## config.mk

```make
export PLATFORM = sky130hd
export DESIGN_NAME = call_request_register
export DESIGN_NICKNAME = d
export VERILOG_FILES = /design/src/rtl/call_request_register.sv
export SDC_FILE = /design/constraint.sdc
export NUM_CORES = 1
export LEC_CHECK = 0
export BUFFER_PORTS_ARGS = -buffer_cell sky130_fd_sc_hd__buf_2
export CAP_MARGIN = 20
export CORE_UTILIZATION = 45
export DETAILED_ROUTE_END_ITERATION = 8
export PLACE_DENSITY = 0.71
export SETUP_SLACK_MARGIN = 0.15
export SLEW_MARGIN = 20
export SYNTH_ARGS = -nofsm -noshare
export SYNTH_HDL_FRONTEND = slang
export SYNTH_SLANG_ARGS = --single-unit
```

## constraint.sdc

```tcl
create_clock -name clk -period 5.3 [get_ports clk]
set_input_delay 0.53 -clock clk [delete_from_list [all_inputs] [get_ports clk]]
set_output_delay 0.53 -clock clk [all_outputs]
set_load 0.02 [all_outputs]
```

## src/rtl/call_request_register.sv

```systemverilog
// Elevator call latch: edge-detected hall/car buttons, floor tracking from landing
// sensors, and a combinational next-target selector driven from the latched state.
module call_request_register #(
    parameter int N = 8,
    localparam int W = (N > 2) ? $clog2(N) : 1
) (
    input  logic         clk,
    input  logic         rst,
    input  logic [N-1:0] button_up,
    input  logic [N-1:0] button_down,
    input  logic [N-1:0] button_select_floor,
    input  logic [N-1:0] floor_sensor,
    input  logic         door_open,
    input  logic         direction_up,
    input  logic         direction_down,
    input  logic         fire_alert,
    output logic [N-1:0] up_calls,
    output logic [N-1:0] down_calls,
    output logic [N-1:0] car_calls,
    output logic [W-1:0] current_floor,
    output logic         floor_valid,
    output logic         sensor_error,
    output logic         req_above,
    output logic         req_below,
    output logic         req_here,
    output logic [W-1:0] target_floor,
    output logic         target_valid
);
    // No up call from the top floor, no down call from the bottom floor.
    localparam logic [N-1:0] UP_MASK = {1'b0, {(N-1){1'b1}}};
    localparam logic [N-1:0] DN_MASK = {{(N-1){1'b1}}, 1'b0};
    localparam logic [N-1:0] ONE     = {{(N-1){1'b0}}, 1'b1};

    logic [N-1:0] up_prev_q, up_prev_d, dn_prev_q, dn_prev_d, car_prev_q, car_prev_d;
    logic [N-1:0] up_calls_q, up_calls_d, dn_calls_q, dn_calls_d, car_calls_q, car_calls_d;
    logic [W-1:0] cur_floor_q, cur_floor_d;
    logic         floor_valid_q, floor_valid_d, sensor_error_q, sensor_error_d;

    logic [N-1:0] here_mask, clr_up, clr_dn, clr_car;
    logic         serve, idle, onehot;

    always_comb begin
        idle      = ~direction_up & ~direction_down;
        serve     = door_open & floor_valid_q;
        here_mask = ONE << cur_floor_q;
        clr_car   = serve ? here_mask : '0;
        clr_up    = (serve && (direction_up || idle)) ? here_mask : '0;
        clr_dn    = (serve && (direction_down || idle)) ? here_mask : '0;

        // Prev copies track the buttons even in fire mode so an alert-time press never latches later.
        up_prev_d  = button_up;
        dn_prev_d  = button_down;
        car_prev_d = button_select_floor;

        up_calls_d  = (up_calls_q  | (button_up & ~up_prev_q & UP_MASK))   & ~clr_up;
        dn_calls_d  = (dn_calls_q  | (button_down & ~dn_prev_q & DN_MASK)) & ~clr_dn;
        car_calls_d = (car_calls_q | (button_select_floor & ~car_prev_q))  & ~clr_car;
        if (fire_alert) begin
            up_calls_d  = '0;
            dn_calls_d  = '0;
            car_calls_d = '0;
        end

        cur_floor_d    = cur_floor_q;
        floor_valid_d  = floor_valid_q;
        sensor_error_d = sensor_error_q;
        onehot = (floor_sensor != '0) && ((floor_sensor & (floor_sensor - ONE)) == '0);
        if (onehot) begin
            floor_valid_d = 1'b1;
            for (int i = 0; i < N; i++)
                if (floor_sensor[i]) cur_floor_d = W'(i);
        end else if (floor_sensor != '0) begin
            sensor_error_d = 1'b1;
        end
    end

    always_ff @(posedge clk) begin
        if (rst) begin
            up_prev_q      <= '0;
            dn_prev_q      <= '0;
            car_prev_q     <= '0;
            up_calls_q     <= '0;
            dn_calls_q     <= '0;
            car_calls_q    <= '0;
            cur_floor_q    <= '0;
            floor_valid_q  <= 1'b0;
            sensor_error_q <= 1'b0;
        end else begin
            up_prev_q      <= up_prev_d;
            dn_prev_q      <= dn_prev_d;
            car_prev_q     <= car_prev_d;
            up_calls_q     <= up_calls_d;
            dn_calls_q     <= dn_calls_d;
            car_calls_q    <= car_calls_d;
            cur_floor_q    <= cur_floor_d;
            floor_valid_q  <= floor_valid_d;
            sensor_error_q <= sensor_error_d;
        end
    end

    assign up_calls      = up_calls_q;
    assign down_calls    = dn_calls_q;
    assign car_calls     = car_calls_q;
    assign current_floor = cur_floor_q;
    assign floor_valid   = floor_valid_q;
    assign sensor_error  = sensor_error_q;

    logic [N-1:0] pending;
    logic         any_above, any_below, any_here, found_above, gate;
    logic [W-1:0] near_above, near_below;

    // floor_valid is still 0 the cycle after reset, so gating on it plus live rst covers both cycles.
    always_comb begin
        pending     = up_calls_q | dn_calls_q | car_calls_q;
        gate        = floor_valid_q & ~rst;
        any_above   = 1'b0;
        any_below   = 1'b0;
        any_here    = 1'b0;
        found_above = 1'b0;
        near_above  = '0;
        near_below  = '0;
        for (int i = 0; i < N; i++) begin
            if (pending[i]) begin
                if (i > int'(cur_floor_q)) begin
                    any_above = 1'b1;
                    if (!found_above) begin
                        near_above  = W'(i);
                        found_above = 1'b1;
                    end
                end else if (i < int'(cur_floor_q)) begin
                    any_below  = 1'b1;
                    near_below = W'(i);
                end else begin
                    any_here = 1'b1;
                end
            end
        end

        req_above    = gate & any_above;
        req_below    = gate & any_below;
        req_here     = gate & any_here;
        target_floor = '0;
        target_valid = 1'b0;
        if (rst) begin
            target_floor = '0;
        end else if (fire_alert) begin
            target_valid = 1'b1;
        end else if (gate) begin
            target_valid = any_above | any_below | any_here;
            if (direction_up && any_above)        target_floor = near_above;
            else if (direction_down && any_below) target_floor = near_below;
            else if (any_here)                    target_floor = cur_floor_q;
            else if (any_above)                   target_floor = near_above;
            else if (any_below)                   target_floor = near_below;
            else                                  target_floor = cur_floor_q;
        end
    end
endmodule
```

# Yosys cells after proc, flatten, opt, wreduce, memory -nomap -nowiden

Index checks and enable logic that the tools add are counted.

Register bits after elaboration: 52
Logic and storage cells: 183
Input bits: 38
Output and inout bits: 36

Reductions and logical operators: 12
$lt $le $gt $ge: 14
Bitwise gates (word level): 30
Add/subtract/negate cells: 1
Shift-type cells: 1
Multiplexer cells: 116

Operators by type and width:

| cell                                                         | count |
|---|---|
| 2-to-1 mux 3 bit                                             | 49 |
| 2-to-1 mux 1 bit                                             | 64 |
| AND 8 bit                                                    | 6 |
| inverter 8 bit                                               | 5 |
| bitwise OR 8 bit                                             | 4 |
| 2-to-1 mux 8 bit                                             | 3 |
| greater-than comparator 3 bit, first input constant          | 4 |
| less-than comparator 3 bit, first input constant             | 3 |
| logical NOT 8 bit                                            | 1 |
| bitwise OR 8 x 7 -> 8 bit                                    | 1 |
| nonzero test 8 bit                                           | 1 |
| left shift 1 x 3 -> 8 bit, first input constant              | 1 |
| subtractor 8 x 1 -> 8 bit, second input constant             | 1 |
| AND 7 bit                                                    | 1 |
| inverter 7 bit                                               | 1 |
| AND 1 bit                                                    | 6 |
| greater-than comparator 2 x 3 -> 1 bit, first input constant | 2 |
| less-than comparator 1 x 3 -> 1 bit, first input constant    | 2 |
| less-than comparator 2 x 3 -> 1 bit, first input constant    | 2 |
| logical AND 1 bit                                            | 5 |
| inverter 1 bit                                               | 4 |
| AND reduction 2 bit                                          | 2 |
| greater-than comparator 1 x 3 -> 1 bit, first input constant | 1 |
| logical OR 1 bit                                             | 2 |
| 2 further kinds                                              | 3 |

# Logic depth before layout (Yosys ltp)

Depth in word-level cells: 29
Mapped depth: 8
Depth with buffers taken out: 6

# Worst setup path before layout

No wires, ideal clock.

Path kind: reg2out
From: register cur_floor_q[1], in the netlist current_floor[1]
To: output port target_floor[0]
Data required time: 4.770 ns
Arrival time: 2.120 ns
Cell stages (with the launch flop): 8
Path slack: 2.650 ns
Buffers on the path: 2
Cell sequence: dfxtp_1 buf_2 buf_2 nor3_1 o41a_1 o21ai_1 o311ai_0 o221ai_1

Word-level cells in the longest chain between the ends: 29
Elaborated cells on any way between the ends: 118
Classes of those cells: order compare (14); mux (102); reduce/logical (2)

RTL lines:

| element                                              | line     | RTL |
|---|---|---|
| from (decl)                                          | 36       | `logic [W-1:0] cur_floor_q, cur_floor_d;` |
| from (signal assigned)                               | 95       | `cur_floor_q <= cur_floor_d;` |
| less-than comparator 1 x 3 -> 1 bit                  | 130      | `end else if (i < int'(cur_floor_q)) begin` |
| 2-to-1 mux 1 bit                                     | 130      |  |
| 2-to-1 mux 1 bit                                     | 123      | `if (pending[i]) begin` |
| 2-to-1 mux 1 bit                                     | 130      |  |
| 2-to-1 mux 1 bit                                     | 124      | `if (i > int'(cur_floor_q)) begin` |
| 2-to-1 mux 1 bit                                     | 123      |  |
| 2-to-1 mux 1 bit                                     | 130      |  |
| 2-to-1 mux 1 bit                                     | 124      |  |
| (+13 left out)                                       | -        |  |
| 2-to-1 mux 3 bit or 2-to-1 mux 1 bit (tied branches) | 154, 124 |  |
| 2-to-1 mux 3 bit or 2-to-1 mux 1 bit (tied branches) | 153, 123 |  |
| 2-to-1 mux 3 bit                                     | 152      | `else if (any_here) target_floor = cur_floor_q;` |
| 2-to-1 mux 3 bit                                     | 151      | `else if (direction_down && any_below) target_floor = near_below;` |
| 2-to-1 mux 3 bit *                                   | 150      | `if (direction_up && any_above) target_floor = near_above;` |
| 2-to-1 mux 3 bit *                                   | 148      | `end else if (gate) begin` |
| 2-to-1 mux 3 bit *                                   | 146      | `end else if (fire_alert) begin` |
| 2-to-1 mux 3 bit *                                   | 144      | `if (rst) begin` |
| to (decl)                                            | 26       | `output logic [W-1:0] target_floor,` |

Every way passes the cells marked *; elsewhere a longest branch is shown, timed or not.

# Worst setup path after layout

From: register cur_floor_q[2], in the netlist current_floor[2]
To: output port target_floor[1]

The elaborated chain is that of the path after synthesis.

==> impl_results.rst <==
.. list-table::
   :header-rows: 1

   * - Metric
     - Value
   * - FMAX
     - 279 MHz
   * - Number of instances resized during post-cts repair
     - 0
   * - Maximum fanout encountered on the critical timing path
     - 27
   * - Count of inserted antenna diode cells
     - 0
   * - Signed area change from the synthesized netlist to the final layout
     - 19.4%
   * - Final sum of negative setup slack
     - 0 ps
   * - Most frequent standard cell in the layout excluding fill and tap cells
     - sky130_fd_sc_hd__buf_2
   * - Detailed Route Iter0 Violations
     - roughly 200
   * - Final hold vios
     - 0
   * - I/O Pins
     - 74
   * - Post-layout nets
     - 408
   * - Detail Route Antenna Nets
     - 0
   * - Die span in y
     - ~77 µm
   * - Cell-by-cell trace of the critical path
     - inv_1 -> a32oi_1 -> nand4_1 -> o32ai_2 -> nand3_1 -> o221ai_1 -> buf_2
   * - Total Routing Usage GR
     - roughly 22%
   * - Residual DRC count
     - 0
   * - Maximum clock skew at final layout
     - 6.62 ps
   * - Number of setup buffers added after CTS
     - 0
   * - Synth area leaders
     - sky130_fd_sc_hd__dfxtp_1, sky130_fd_sc_hd__nor2b_1, sky130_fd_sc_hd__a21oi_1, sky130_fd_sc_hd__o21ai_0, sky130_fd_sc_hd__nor2_1
   * - Clock tree from TritonCTS
     - done
   * - HPWL after DPL
     - 4580 µm
   * - Cell at the root of the clock tree
     - sky130_fd_sc_hd__clkbuf_8
   * - Number of rows in the core area
     - 26
   * - Filler-free cell count of the finished design
     - 441
   * - Placed cell count
     - 433
   * - Slew at the pin closest to its max-slew limit
     - 903 ps
   * - Kind of cell adding the most delay to the critical path
     - compound AO/OA/AOI/OAI gates
   * - Cell type contributing the most total cell area after synthesis
     - sky130_fd_sc_hd__dfxtp_1
   * - Yosys warns
     - 0
   * - Nets in the synthesized netlist
     - 342
   * - Count of cell types in the netlist
     - 57
   * - Latest clock arrival within the worst-skew pair
     - 310 ps
   * - Setup crit end kind
     - output port
   * - Most frequently used flop master after synthesis
     - sky130_fd_sc_hd__dfxtp_1
   * - Worst path required time
     - 4770 ps
   * - Critical path data arrival time
     - around 3000 ps
   * - Fraction of the core area covered by cells at the end of the flow
     - 57.1%
   * - H-tree levels
     - 2
   * - Die footprint
     - a little under 6000 µm²
   * - Fraction of registers with async set/reset
     - 0%
   * - Highest cell delay on the worst timing path
     - 880 ps
   * - Via Count
     - 2452
   * - Max Cap Violations
     - 0
   * - Post-layout minimum cycle time
     - 3590 ps
   * - Die width
     - about 77 µm
   * - Area share of the largest cell type after synthesis
     - 40.8%
   * - Clock buffers created by TritonCTS
     - 5
   * - Synthesized netlist cell count
     - 304
   * - Max-slew headroom at the worst pin
     - ~40%
   * - Max Slew Vio Count
     - 0
   * - Total buffers and inverters traversed by the critical path
     - 2
   * - Layout fillers
     - slightly below 500
   * - First drt pass iteration count
     - 4
   * - Area of the mapped netlist
     - 2500 µm²
   * - Clock-pin transition on the worst setup and hold timing paths
     - 90 ps
   * - Endpoints failing setup
     - 0
   * - Total wire length after detailed routing
     - approximately 6400 µm
   * - Last weighted congestion value of the routability-driven placer
     - 0.874
   * - Proportion of layout cells with a drive suffix above 1
     - 24.5%
   * - Sink count of the clock tree
     - 51
   * - Ratio of routed vias to standard cells
     - 5.56
   * - Number of enable-type register cells in the synthesized netlist
     - 0
   * - Largest net degree at the start of global routing
     - 31
   * - Share of the clock period used by the worst path
     - 67.7%
   * - Maximum clock path buffer count
     - 2
   * - Post-synthesis sequential element count
     - roughly 50
   * - Global route overflow
     - 0
   * - Setup repair after global routing missed its margin
     - false
   * - Vias in the first global route
     - 2152
   * - Fraction of the yosys area taken by sequential cells
     - 40.8%
   * - Critical Path Start Type
     - flop
   * - Worst IR Drop VDD
     - between 0.15 and 0.2 mV
   * - Floorplan Core Area
     - 5240 µm²
   * - Initial antenna violation count
     - 0
   * - Number of buffers inserted by port buffering
     - 71
   * - Mapped Avg Cell Area
     - 8.24 µm²
   * - Average detailed-routed wire length per instance
     - 14.4 µm
   * - Outcome
     - finished clean
   * - Static leakage power
     - 1.29 nW
   * - Wire length of the first global-routing pass
     - 10500 µm
   * - Top library cells by usage in the layout, fill and taps aside
     - sky130_fd_sc_hd__buf_2, sky130_fd_sc_hd__dfxtp_1, sky130_fd_sc_hd__nor2b_1
   * - Hold_buf cts
     - 0
   * - Worst Hold Class
     - input pin to flop
   * - Category of the critical setup timing path
     - flop to output port
   * - Cell type of the slowest stage on the worst timing path
     - sky130_fd_sc_hd__dfxtp_1
   * - Starting Density
     - 47.8%
   * - Pwr Density
     - 259 nW/µm²
worst reg2reg max path, stage by stage (launching register included):
cell and delay (ps):
sky130_fd_sc_hd__dfxtp_1 880, sky130_fd_sc_hd__inv_1 360, sky130_fd_sc_hd__nor2_1 340, sky130_fd_sc_hd__a21oi_1 110
cells by family after synthesis:
group	count (synthesis)	synth area share, %
compound gates	107	27.2
xor+xnor	1	0.350
mux	1	0.400
simple gates	118	26.6
fa+ha+maj	2	0.849
buf+inv	24	3.80
flops	51	40.8
sequential cells by signal, summed over array words and instances (netlist names):
signal / flops
car_prev_q: 8
up_calls: 8
down_calls: 8
up_prev_q: 7
current_floor: 3
sensor_error: 1
dn_prev_q: 7
car_calls: 8
floor_valid: 1
final timing paths:
kind                                                     from                  endpoint  slack [ps]  depth (start not counted)
worst max register to register  current_floor[2]$_SDFFE_PP0P_  down_calls[6]$_SDFF_PP0_        3480                          3
worst max-delay path            current_floor[2]$_SDFFE_PP0P_           target_floor[1]        1710                          7
worst min-delay path                             button_up[5]   up_prev_q[5]$_SDFF_PP0_         430                          2
worst min register to register         up_calls[7]$_SDFF_PP0_    up_calls[7]$_SDFF_PP0_         470                          2
stage by stage:
step / hold slack, ps / total power [W] / setup WS, ps / area [µm²]
floorplan: 522 / 0.000509 / 2650 / 2500
detailed placement: 446 / 0.000555 / 2150 / 2900
finish: 430 / 0.000774 / 1710 / 2990
global placement: 431 / 0.000553 / 2130 / 2900
global route: 442 / 0.000809 / 1490 / 2990
CTS: 429 / 0.000779 / 1780 / 2990
metal layers:
| metal | track usage (%) | vias to the layer above | routed length [µm] |
|---|---|---|---|
| li1 | - | 1238 | - |
| met3 | 4.79 | 7 | 490 |
| met4 | 6.54 | 0 | 67 |
| met1 | 31.0 | 1116 | 2920 |
| met2 | 34.7 | 91 | 2880 |
| met5 | 0 | - | 0 |
where the power goes:
group / switching [W] / total, W / internal, W
Sequential: 0.0000128 / 0.000414 / 0.000401
Combinational: 0.0000776 / 0.000134 / 0.0000564
Clock: 0.000132 / 0.000227 / 0.0000949
cells in the mapped netlist (all sizes together), types with 2 or more instances:
| library cell | n |
|---|---|
| maj3 | 2 |
| a31oi | 4 |
| nand2 | 13 |
| nor2b | 44 |
| o21ai | 30 |
| nand2b | 4 |
| nor3 | 12 |
| or3 | 7 |
| nor2 | 20 |
| o21a | 2 |
| clkbuf | 9 |
| a21oi | 38 |
| nand3 | 5 |
| o221a | 2 |
| o211ai | 2 |
| nor4 | 2 |
| inv | 11 |
| a22oi | 3 |
| o22a | 2 |
| o221ai | 6 |
| or2 | 2 |
| a211oi | 2 |
| dfxtp | 51 |
| nor3b | 2 |
| buf | 4 |
layout make-up:
class | count | area (µm²) | area share, %
clock inverter | 2 | 16.3 | 0.544
inverter | 11 | 41.3 | 1.38
tap | 70 | 87.6 | 2.93
multi-input combinational | 229 | 1390 | 46.4
clock buffer | 6 | 72.6 | 2.43
timing repair buffer | 72 | 363 | 12.1
sequential | 51 | 1020 | 34.1
(Power assumes the default switching activity.)
